[config.mk]
export PLATFORM = sky130hd
export DESIGN_NAME = modexp_ctrl
export DESIGN_NICKNAME = d
export VERILOG_FILES = /design/src/rtl/modexp_ctrl.sv
export SDC_FILE = /design/constraint.sdc
export NUM_CORES = 1
export LEC_CHECK = 0
export ABC_AREA = 1
export CAP_MARGIN = 20
export CORE_MARGIN = 3
export CORE_UTILIZATION = 43
export DETAILED_ROUTE_END_ITERATION = 7
export GPL_TIMING_DRIVEN = 0
export PLACE_DENSITY = 0.82
export SYNTH_ARGS = -nofsm -noshare
export SYNTH_HDL_FRONTEND = slang
export SYNTH_SLANG_ARGS = --single-unit
[constraint.sdc]
create_clock -name clk -period 1.63 [get_ports clk]
set_clock_uncertainty 0.1 [all_clocks]
set_input_delay 0.2445 -clock clk [delete_from_list [all_inputs] [get_ports clk]]
set_output_delay 0.2445 -clock clk [all_outputs]
set_load 0.1 [all_outputs]
[src/rtl/modexp_ctrl.sv]
// Square-and-multiply sequencer: scans the exponent MSB-first and issues one
// modular multiplication at a time to an external pipelined multiplier.
`timescale 1ns/1ps
module modexp_ctrl #(
  parameter int WIDTH = 32
) (
  input  logic             clk,
  input  logic             rst,
  input  logic             start,
  input  logic [WIDTH-1:0] base,
  input  logic [WIDTH-1:0] exponent,
  output logic             busy,
  output logic             finish,
  output logic [WIDTH-1:0] result,
  output logic             mul_req,
  output logic [WIDTH-1:0] mul_a,
  output logic [WIDTH-1:0] mul_b,
  input  logic [WIDTH-1:0] mul_res,
  input  logic             mul_done,
  output logic [2:0]       state_dbg
);

  localparam int CW = $clog2(WIDTH + 1);

  typedef enum logic [2:0] {
    IDLE, SKIP, SQ_ISSUE, SQ_WAIT, MUL_ISSUE, MUL_WAIT, DONE
  } state_e;

  state_e           state_q, state_d;
  logic [WIDTH-1:0] exp_sr_q, exp_sr_d;
  logic [CW-1:0]    cnt_q, cnt_d;
  logic [WIDTH-1:0] base_q, base_d;
  logic [WIDTH-1:0] result_q, result_d;
  logic             mul_req_q, mul_req_d;
  logic [WIDTH-1:0] mul_a_q, mul_a_d;
  logic [WIDTH-1:0] mul_b_q, mul_b_d;

  logic msb;
  logic cnt_last;

  assign msb      = exp_sr_q[WIDTH-1];
  // cnt_q==1 means the bit being consumed now is the last one
  assign cnt_last = (cnt_q == CW'(1));

  always_comb begin
    state_d   = state_q;
    exp_sr_d  = exp_sr_q;
    cnt_d     = cnt_q;
    base_d    = base_q;
    result_d  = result_q;
    mul_req_d = 1'b0;
    mul_a_d   = '0;
    mul_b_d   = '0;
    case (state_q)
      IDLE: begin
        if (start) begin
          base_d   = base;
          exp_sr_d = exponent;
          cnt_d    = CW'(WIDTH);
          if (exponent == '0) begin
            result_d = WIDTH'(1);
            state_d  = DONE;
          end else begin
            state_d  = SKIP;
          end
        end
      end
      SKIP: begin
        exp_sr_d = exp_sr_q << 1;
        cnt_d    = cnt_q - CW'(1);
        if (msb) begin
          result_d = base_q;
          state_d  = cnt_last ? DONE : SQ_ISSUE;
        end
      end
      SQ_ISSUE: begin
        mul_req_d = 1'b1;
        mul_a_d   = result_q;
        mul_b_d   = result_q;
        state_d   = SQ_WAIT;
      end
      SQ_WAIT: begin
        if (mul_done) begin
          result_d = mul_res;
          if (msb) begin
            state_d = MUL_ISSUE;
          end else begin
            exp_sr_d = exp_sr_q << 1;
            cnt_d    = cnt_q - CW'(1);
            state_d  = cnt_last ? DONE : SQ_ISSUE;
          end
        end
      end
      MUL_ISSUE: begin
        mul_req_d = 1'b1;
        mul_a_d   = result_q;
        mul_b_d   = base_q;
        state_d   = MUL_WAIT;
      end
      MUL_WAIT: begin
        if (mul_done) begin
          result_d = mul_res;
          exp_sr_d = exp_sr_q << 1;
          cnt_d    = cnt_q - CW'(1);
          state_d  = cnt_last ? DONE : SQ_ISSUE;
        end
      end
      DONE:    state_d = IDLE;
      default: state_d = IDLE;
    endcase
  end

  always_ff @(posedge clk) begin
    if (!rst) begin
      state_q   <= IDLE;
      exp_sr_q  <= '0;
      cnt_q     <= '0;
      base_q    <= '0;
      result_q  <= '0;
      mul_req_q <= 1'b0;
      mul_a_q   <= '0;
      mul_b_q   <= '0;
    end else begin
      state_q   <= state_d;
      exp_sr_q  <= exp_sr_d;
      cnt_q     <= cnt_d;
      base_q    <= base_d;
      result_q  <= result_d;
      mul_req_q <= mul_req_d;
      mul_a_q   <= mul_a_d;
      mul_b_q   <= mul_b_d;
    end
  end

  assign busy      = (state_q != IDLE);
  assign finish    = (state_q == DONE);
  assign result    = result_q;
  assign mul_req   = mul_req_q;
  assign mul_a     = mul_a_q;
  assign mul_b     = mul_b_q;
  assign state_dbg = state_q;

endmodule

==> results.rst, run 1 <==
.. list-table::
   :header-rows: 1

   * - Metric
     - Value
   * - Clk Latency, worst-skew pair
     - 440 ps
   * - Total CTS buffers
     - 17
   * - Iteration-0 DRC count of the detailed router
     - 782
   * - Terminus of the critical flop-to-flop path
     - base_q[26]
   * - Number of design rule violations left after detail routing
     - 0
   * - Area added between synthesis and finish
     - 63.6%
   * - Number of endpoints with negative hold slack in the final report
     - 0
   * - Core outline area
     - 15400 um^2
   * - Failing checks
     - negative setup slack
   * - DPL Wire Length
     - 15700 um
   * - DP Area
     - 9220 um^2
   * - Final RePlAce weighted congestion
     - 0.917
   * - Commonest non-fill, non-tap cells in the layout
     - nand2_1 (256), dfxtp_1 (167), nor2_1 (110), clkdlybuf4s50_1 (99), buf_2 (81)
   * - Worst hold path type
     - in2reg
   * - Post-synthesis instance total
     - 974
   * - Aggregate routed wire length
     - 28100 um
   * - Most common cell after layout, fill and taps aside
     - nand2_1
   * - Tcrit/Tclk final
     - 124%
   * - Post-route setup TNS
     - -27730 ps
   * - Comb power frac
     - 56.7%
   * - Antenna-violating nets left
     - 0
   * - RSZ-0062 raised after global routing
     - true
   * - Flops & latches, synth
     - 170
   * - Die span in x
     - 132 um
   * - Count of standard-cell rows
     - 45
   * - Syn_area_per_cell
     - 7.03 um^2
   * - Register area share after synthesis
     - 49.7%
   * - Type of element launching the critical path
     - flip-flop
   * - Time the worst path needs with I/O delays and setup
     - 2010 ps
   * - Wire length of the first global-routing pass
     - 38100 um
   * - Logic depth of the worst register-to-register path
     - 10
   * - DRT Pass-1 Iters
     - 6
   * - Worst setup path category
     - reg2reg
   * - Startpoint of the tightest hold check path
     - base[11]
   * - Overall overflow remaining after global route
     - 0
   * - Vias
     - 8098
   * - Worst Hold Endpoint
     - base_q[11]
   * - Switching power total
     - 11.2 mW
   * - Vias in the first global route
     - 7383
   * - Outcome
     - complete, but fails checks
   * - Post-layout nets
     - 1348
   * - Post-route worst setup slack
     - -385 ps
   * - Post-route cell area
     - 11200 um^2
   * - Ports
     - 202
   * - Number of fillers in the final layout
     - 1052
   * - Startpoint of the lowest-slack register-to-register path
     - state_dbg[0]
   * - Count of flip-flops with a built-in enable after synthesis
     - 0
   * - Most common flop cell mapped by yosys
     - dfxtp_1
   * - Net switching share of the total power
     - 48.0%
   * - Final hold slack
     - 347 ps
   * - Deepest level of the CTS H-tree
     - 4
   * - Overall routing resource usage
     - 27.4%
   * - Clock tree from TritonCTS
     - built
   * - Largest net degree at the start of global routing
     - 17
   * - Worst-case headroom to the max-slew limit
     - 49.3%
   * - Actual slew at the worst max-slew pin
     - 761 ps
   * - Fraction of registers with async set/reset
     - 0%
   * - Clock tree buffer depth
     - 2
   * - Die Footprint
     - 17500 um^2
   * - Hold Buf Count CTS
     - 0
   * - Count of buffers from port buffering
     - 201
   * - Initial core utilization
     - 44.5%
   * - Maximum VDD drop
     - 0.00131 V
   * - Critical Path End Type
     - flip-flop
   * - Layout cell share with drive strength beyond 1
     - 32.6%
   * - Clock slew at the register clock pins of the worst setup and hold paths
     - 80 ps
   * - Hold path depth
     - 3
   * - Maximum fanout along the worst path
     - 7
   * - Root buf cell
     - clkbuf_16
   * - Final Power
     - 23.4 mW
   * - Die height
     - 132 um
   * - Static leakage power
     - 4.83 nW
   * - Data required, critical path
     - 1840 ps
   * - Finish-stage setup viols
     - 132
   * - Util after Layout
     - 72.8%
   * - Clock share of power
     - 17.4%
   * - Nets in the synthesized netlist
     - 1076
   * - Max-slew violation count
     - 0
   * - Clock net sink count
     - 170
   * - Number of antenna violations at the first check in global routing
     - 2
   * - Maximum clock rate
     - 496 MHz
   * - Number of distinct standard cells referenced by the synthesized netlist
     - 29
   * - Cell area after synthesis
     - 6850 um^2
   * - Max-Cap Viols
     - 0
   * - Detailed-route wire length per cell
     - 19.1 um
   * - Yosys Warn Count
     - 0
   * - Reg-to-reg setup timing slack
     - -380 ps
   * - Internal power
     - 12.2 mW
   * - Pwr Density
     - 2090 nW/um^2
   * - Sequential Power Share
     - 25.9%
   * - DR vias/cell
     - 5.51
   * - Arrival time worst endpoint
     - 2230 ps
==> final cells by class <==
type / count / area [um^2] / share of cell area, %
multi-input cells: 677 / 3720 / 33.3
flip-flops and latches: 170 / 3410 / 30.5
repair buffers: 257 / 2410 / 21.5
plain buffers: 53 / 499 / 4.46
clock buffers: 21 / 460 / 4.11
inverters: 70 / 305 / 2.73
well taps: 211 / 264 / 2.36
clock inverters: 10 / 116 / 1.04
diodes: 2 / 5.00 / 0.0447
==> synth_stat cells, types with 3 or more instances <==
library cell  count  area [um^2]
a22oi_1          15          113
clkbuf_1         34          128
nor2_1          144          541
nand3_1          21          105
buf_2            16         80.1
a21oi_1         107          536
o21ai_0          55          275
nor2_4            3         33.8
inv_1            64          240
nand2_1         314         1180
buf_4             3         22.5
inv_2             3         11.3
dfxtp_1         170         3400
nor3_1            3         15.0
==> worst max-delay path by stage <==
stage | start | end | depth (start not counted)
floorplan | state_dbg[0] | result[10] | 10
global placement | exponent[31] | result[19] | 10
detailed placement | exponent[31] | result[21] | 10
CTS | state_dbg[0] | result[23] | 11
global route | state_dbg[0] | base_q[26] | 10
finish | state_dbg[0] | base_q[26] | 10
==> worst max-delay path, stage by stage (launching register included) <==
cell,delay [ps]
dfxtp_4,360
buf_12,140
nor2_4,150
nand2_8,70
nor2_4,130
buf_6,140
clkinvlp_4,120
buf_12,160
buf_8,140
o21ai_1,300
a21oi_2,60
==> per-stage QoR <==
step	setup slack, ps	std cells
floorplan	-349	974
global placement	-846	1386
detailed placement	-871	1386
CTS	-259	1462
global route	-444	1471
finish	-385	1471
==> registers in the layout, summed over array words and instances, names as in the netlist <==
register / flops
mul_b: 32
mul_a: 32
cnt_q: 6
exp_sr_q: 32
mul_req: 1
state_dbg: 3
result: 32
base_q: 32
==> cells by family after synthesis <==
kind of cell / share of synthesized area [%]
compound gates: 13.9
xor+xnor: 0.256
fa+ha+maj: 0.366
buf+inv: 7.66
flops: 49.7
simple gates: 28.1
==> power by group through the flow <==
| stage | combinational (mW) | clock, mW | sequential, mW |
|---|---|---|---|
| 2_1_floorplan | 3.80 | 0 | 8.77 |
| 3_3_place_gp | 8.86 | 0 | 5.92 |
| 3_5_place_dp | 8.99 | 0 | 5.94 |
| 4_1_cts | 11.2 | 4.03 | 5.91 |
| 5_1_grt | 13.8 | 4.20 | 6.15 |
| 6_report | 13.2 | 4.08 | 6.05 |
==> what timing repair did <==
item | 4_1_cts | 5_1_grt
setup buffers | 34 | 7
pin swaps | 18 | 36
cloned | 12 | 6
gates resized for setup | 661 | 230
endpoints found under the setup margin | 269 | 213
==> metal layers <==
layer  part of all wire (%)  wire length [um]  track usage (%)  vias to the layer above
met5                      0                 0                0                        -
met4                    6.3              1780             14.0                        0
met3                     10              2860             6.18                      160
met2                     47             13100             45.3                      568
met1                     37             10400             33.7                     3752
li1                       -                 -                -                     3618
Power figures use the tool's default switching activity.
==> inputs of run 2 (changes only) <==
CTS_CLUSTER_SIZE = 14   (was unset)
==> results of run 2 <==
The final DEF is identical to that of run 1; final timing and power are the same.
==> inputs of run 3 (changes only) <==
CORE_UTILIZATION = 44   (was 43)
DONT_BUFFER_PORTS = 1   (was unset)
PLACE_DENSITY = 0.66   (was 0.82)
==> run 3 against run 2 <==
Net effect:
- the run ends with negative hold slack, negative setup slack left
- via count shrank 13%
- flip-flop and latch count is the same
- sequential power grew 51%
- count of clock-buffer cells in the layout grew 1
- routed wire length shrank 14%
- maximum frequency shrank 14%
- cell area shrank 9.9%
- first-iteration DRC count shrank 26%
- sequential share of layout area grew 3.3 points
- final cell count shrank 11%
- critical path depth shrank 8
- worst setup slack lost 330 ps
- highest routed layer unchanged
==> results.rst, run 3 (same netlist as run 1, synthesis figures left out) <==
.. list-table::
   :header-rows: 1

   * - Metric
     - Value
   * - Outcome
     - complete, but fails checks
   * - Failing checks
     - negative hold slack, negative setup slack
   * - Data required, critical path
     - 1290 ps (-550 ps)
   * - Time the worst path needs with I/O delays and setup
     - 2340 ps (+327 ps)
   * - Max-Cap Viols
     - 0 (unchanged)
   * - Cell total after placement
     - 1158 (-16%)
   * - Final RePlAce weighted congestion
     - 0.875 (-4.6%)
   * - Pwr Density
     - 2220 nW/um^2 (+6.2%)
   * - Root buf cell
     - clkbuf_16
   * - Clock slew at the register clock pins of the worst setup and hold paths
     - 70 ps (about the same)
   * - Ports
     - 202 (unchanged)
   * - Worst Hold Endpoint
     - result[31]
   * - Post-route worst setup slack
     - -712 ps (-327 ps)
   * - Number of endpoints with negative hold slack in the final report
     - 2 (+2)
   * - DRT Pass-1 Iters
     - 5 (-1)
   * - Vias in the first global route
     - 6809 (-7.8%)
   * - Number of antenna violations at the first check in global routing
     - 0 (-2)
   * - Commonest non-fill, non-tap cells in the layout
     - nand2_1 (254), dfxtp_1 (167), nor2_1 (130), dlygate4sd3_1 (82), a21oi_1 (63)
   * - Maximum fanout along the worst path
     - 6 (-1)
   * - Area added between synthesis and finish
     - 47.4%
   * - Die Footprint
     - 17100 um^2 (-2.2%)
   * - Antenna Diode Count
     - 0 (-2)
   * - Critical Path End Type
     - output port
   * - Post-route setup TNS
     - -90420 ps (-62690 ps)
   * - Total CTS buffers
     - 17 (unchanged)
   * - Largest net degree at the start of global routing
     - 17 (unchanged)
   * - Number of design rule violations left after detail routing
     - 0 (unchanged)
   * - Final cell count without fillers
     - 1314 (-11%)
   * - Die height
     - 131 um (-1.1%)
   * - Count of standard-cell rows
     - 44 (-2.2%)
   * - Antenna-violating nets left
     - 0 (unchanged)
   * - Final hold slack
     - -7.50 ps (-354 ps)
   * - Type of element launching the critical path
     - flip-flop
   * - Hold path depth
     - 4 (+1)
   * - Layout cell share with drive strength beyond 1
     - 23.7% (-8.9 points)
   * - Worst hold path type
     - in2reg
   * - Seq. cell area
     - 3410 um^2 (unchanged)
   * - Static leakage power
     - 4.17 nW (-14%)
   * - Start point of the critical path
     - state_dbg[1]
   * - Overall overflow remaining after global route
     - 0 (unchanged)
   * - Final Power
     - 22.4 mW (-4.3%)
   * - Maximum VDD drop
     - 0.00110 V (-16%)
   * - Delay contributed by the slowest stage of the critical path
     - 790 ps (+430 ps)
   * - Aggregate routed wire length
     - 24100 um (-14%)
   * - Max-slew violation count
     - 0 (unchanged)
   * - Number of fillers in the final layout
     - 1204 (+14%)
   * - Clock net sink count
     - 170 (unchanged)
   * - DPL Wire Length
     - 14800 um (-5.8%)
   * - Overall routing resource usage
     - 27.3% (-0.13 points)
   * - Iteration-0 DRC count of the detailed router
     - 582 (-26%)
   * - Actual slew at the worst max-slew pin
     - 1130 ps (+374 ps)
   * - Tcrit/Tclk final
     - 144% (+20 points)
   * - Initial core utilization
     - 46.1% (+1.5 points)
   * - Die span in x
     - 131 um (-1.1%)
   * - Most common cell after layout, fill and taps aside
     - nand2_1
   * - Deepest level of the CTS H-tree
     - 4 (unchanged)
   * - Terminus of the critical flop-to-flop path
     - exp_sr_q[19]
   * - Core outline area
     - 14900 um^2 (-3.3%)
   * - DP Area
     - 7180 um^2 (-22%)
   * - Startpoint of the tightest hold check path
     - mul_res[31]
   * - Clock tree from TritonCTS
     - built
   * - Finish-stage setup viols
     - 269 (+100%)
   * - Clock tree buffer depth
     - 2 (unchanged)
   * - Post-route cell area
     - 10100 um^2 (-9.9%)
   * - Worst-case headroom to the max-slew limit
     - 24.3% (-25 points)
   * - Post-layout nets
     - 1219 (-9.6%)
   * - RSZ-0062 raised after global routing
     - true
   * - Detailed-route wire length per cell
     - 18.3 um (-4.1%)
   * - Worst setup path category
     - reg2out
   * - Slowest cell on the critical path
     - nor3_4
   * - Area of combinational cells with multiple inputs
     - 3590 um^2 (-3.7%)
   * - Reg-to-reg setup timing slack
     - -680 ps (-300 ps)
   * - Arrival time worst endpoint
     - 2000 ps (-230 ps)
   * - Worst path cell trace
     - inv_2 -> nor3_4
   * - Maximum clock rate
     - 427 MHz (-14%)
   * - Wire length of the first global-routing pass
     - 35800 um (-6.1%)
   * - Vias
     - 7048 (-13%)
   * - DR vias/cell
     - 5.36 (-2.6%)
   * - Startpoint of the lowest-slack register-to-register path
     - state_dbg[2]
   * - Count of buffers from port buffering
     - 0 (-100%)
   * - Clk Latency, worst-skew pair
     - 430 ps (about the same)
   * - Logic depth of the worst register-to-register path
     - 14 (+4)
==> run 3: final cells by class <==
cell class | count | share of cell area (%)
sequential | 170 | 33.8
clock inverter | 10 | 1.62
clock buffer | 22 | 4.60
multi-input combinational | 677 | 35.6
buffer | 54 | 5.01
timing repair buffer | 127 | 14.2
tap | 184 | 2.28
inverter | 70 | 2.90
==> run 3: per-layer routing <==
metal	part of all wire (%)	global-route usage (%)
met5	0	0
met1	42	36.6
met3	7.9	6.26
met4	2.4	8.83
met2	48	43.9
==> run 3: report_power, final <==
group,leakage [nW],internal [mW],switching [mW]
Combinational,2.48,4.04,4.87
Clock,0.305,2.65,1.68
Sequential,1.39,5.14,4.01
==> run 3: how the worst max path moves through the flow <==
stage                   endpoint  slack (ps)
floorplan             result[10]        -350
global placement      result[22]        -870
detailed placement    result[22]        -910
CTS                       finish        -680
global route        exp_sr_q[19]        -740
finish                    finish        -710
==> run 3: per-stage QoR <==
step,worst slack (ps),util (%),hold slack (ps)
after floorplan,-349,-,279
after global placement,-870,48.3,282
after detailed placement,-909,48.3,288
after CTS,-684,66.1,0.492
after global routing,-740,67.9,2.29
final,-712,67.9,-7.50
==> run 3: what timing repair did <==
| item | CTS | global route |
|---|---|---|
| endpoints found under the setup margin | 267 | 269 |
| pin swaps | 51 | 31 |
| gates cloned | 12 | 0 |
| gates resized for setup | 201 | 107 |
| endpoints found under the hold margin | 82 | 1 |
| setup buffers | 34 | 3 |
| hold buffers | 81 | 1 |
==> run 3: critical path, delay by kind of cell, from the launching register on <==
family / cells / cell delay, ps
buf+inv: 1 / 160
flops: 1 / 620
simple gates: 1 / 790
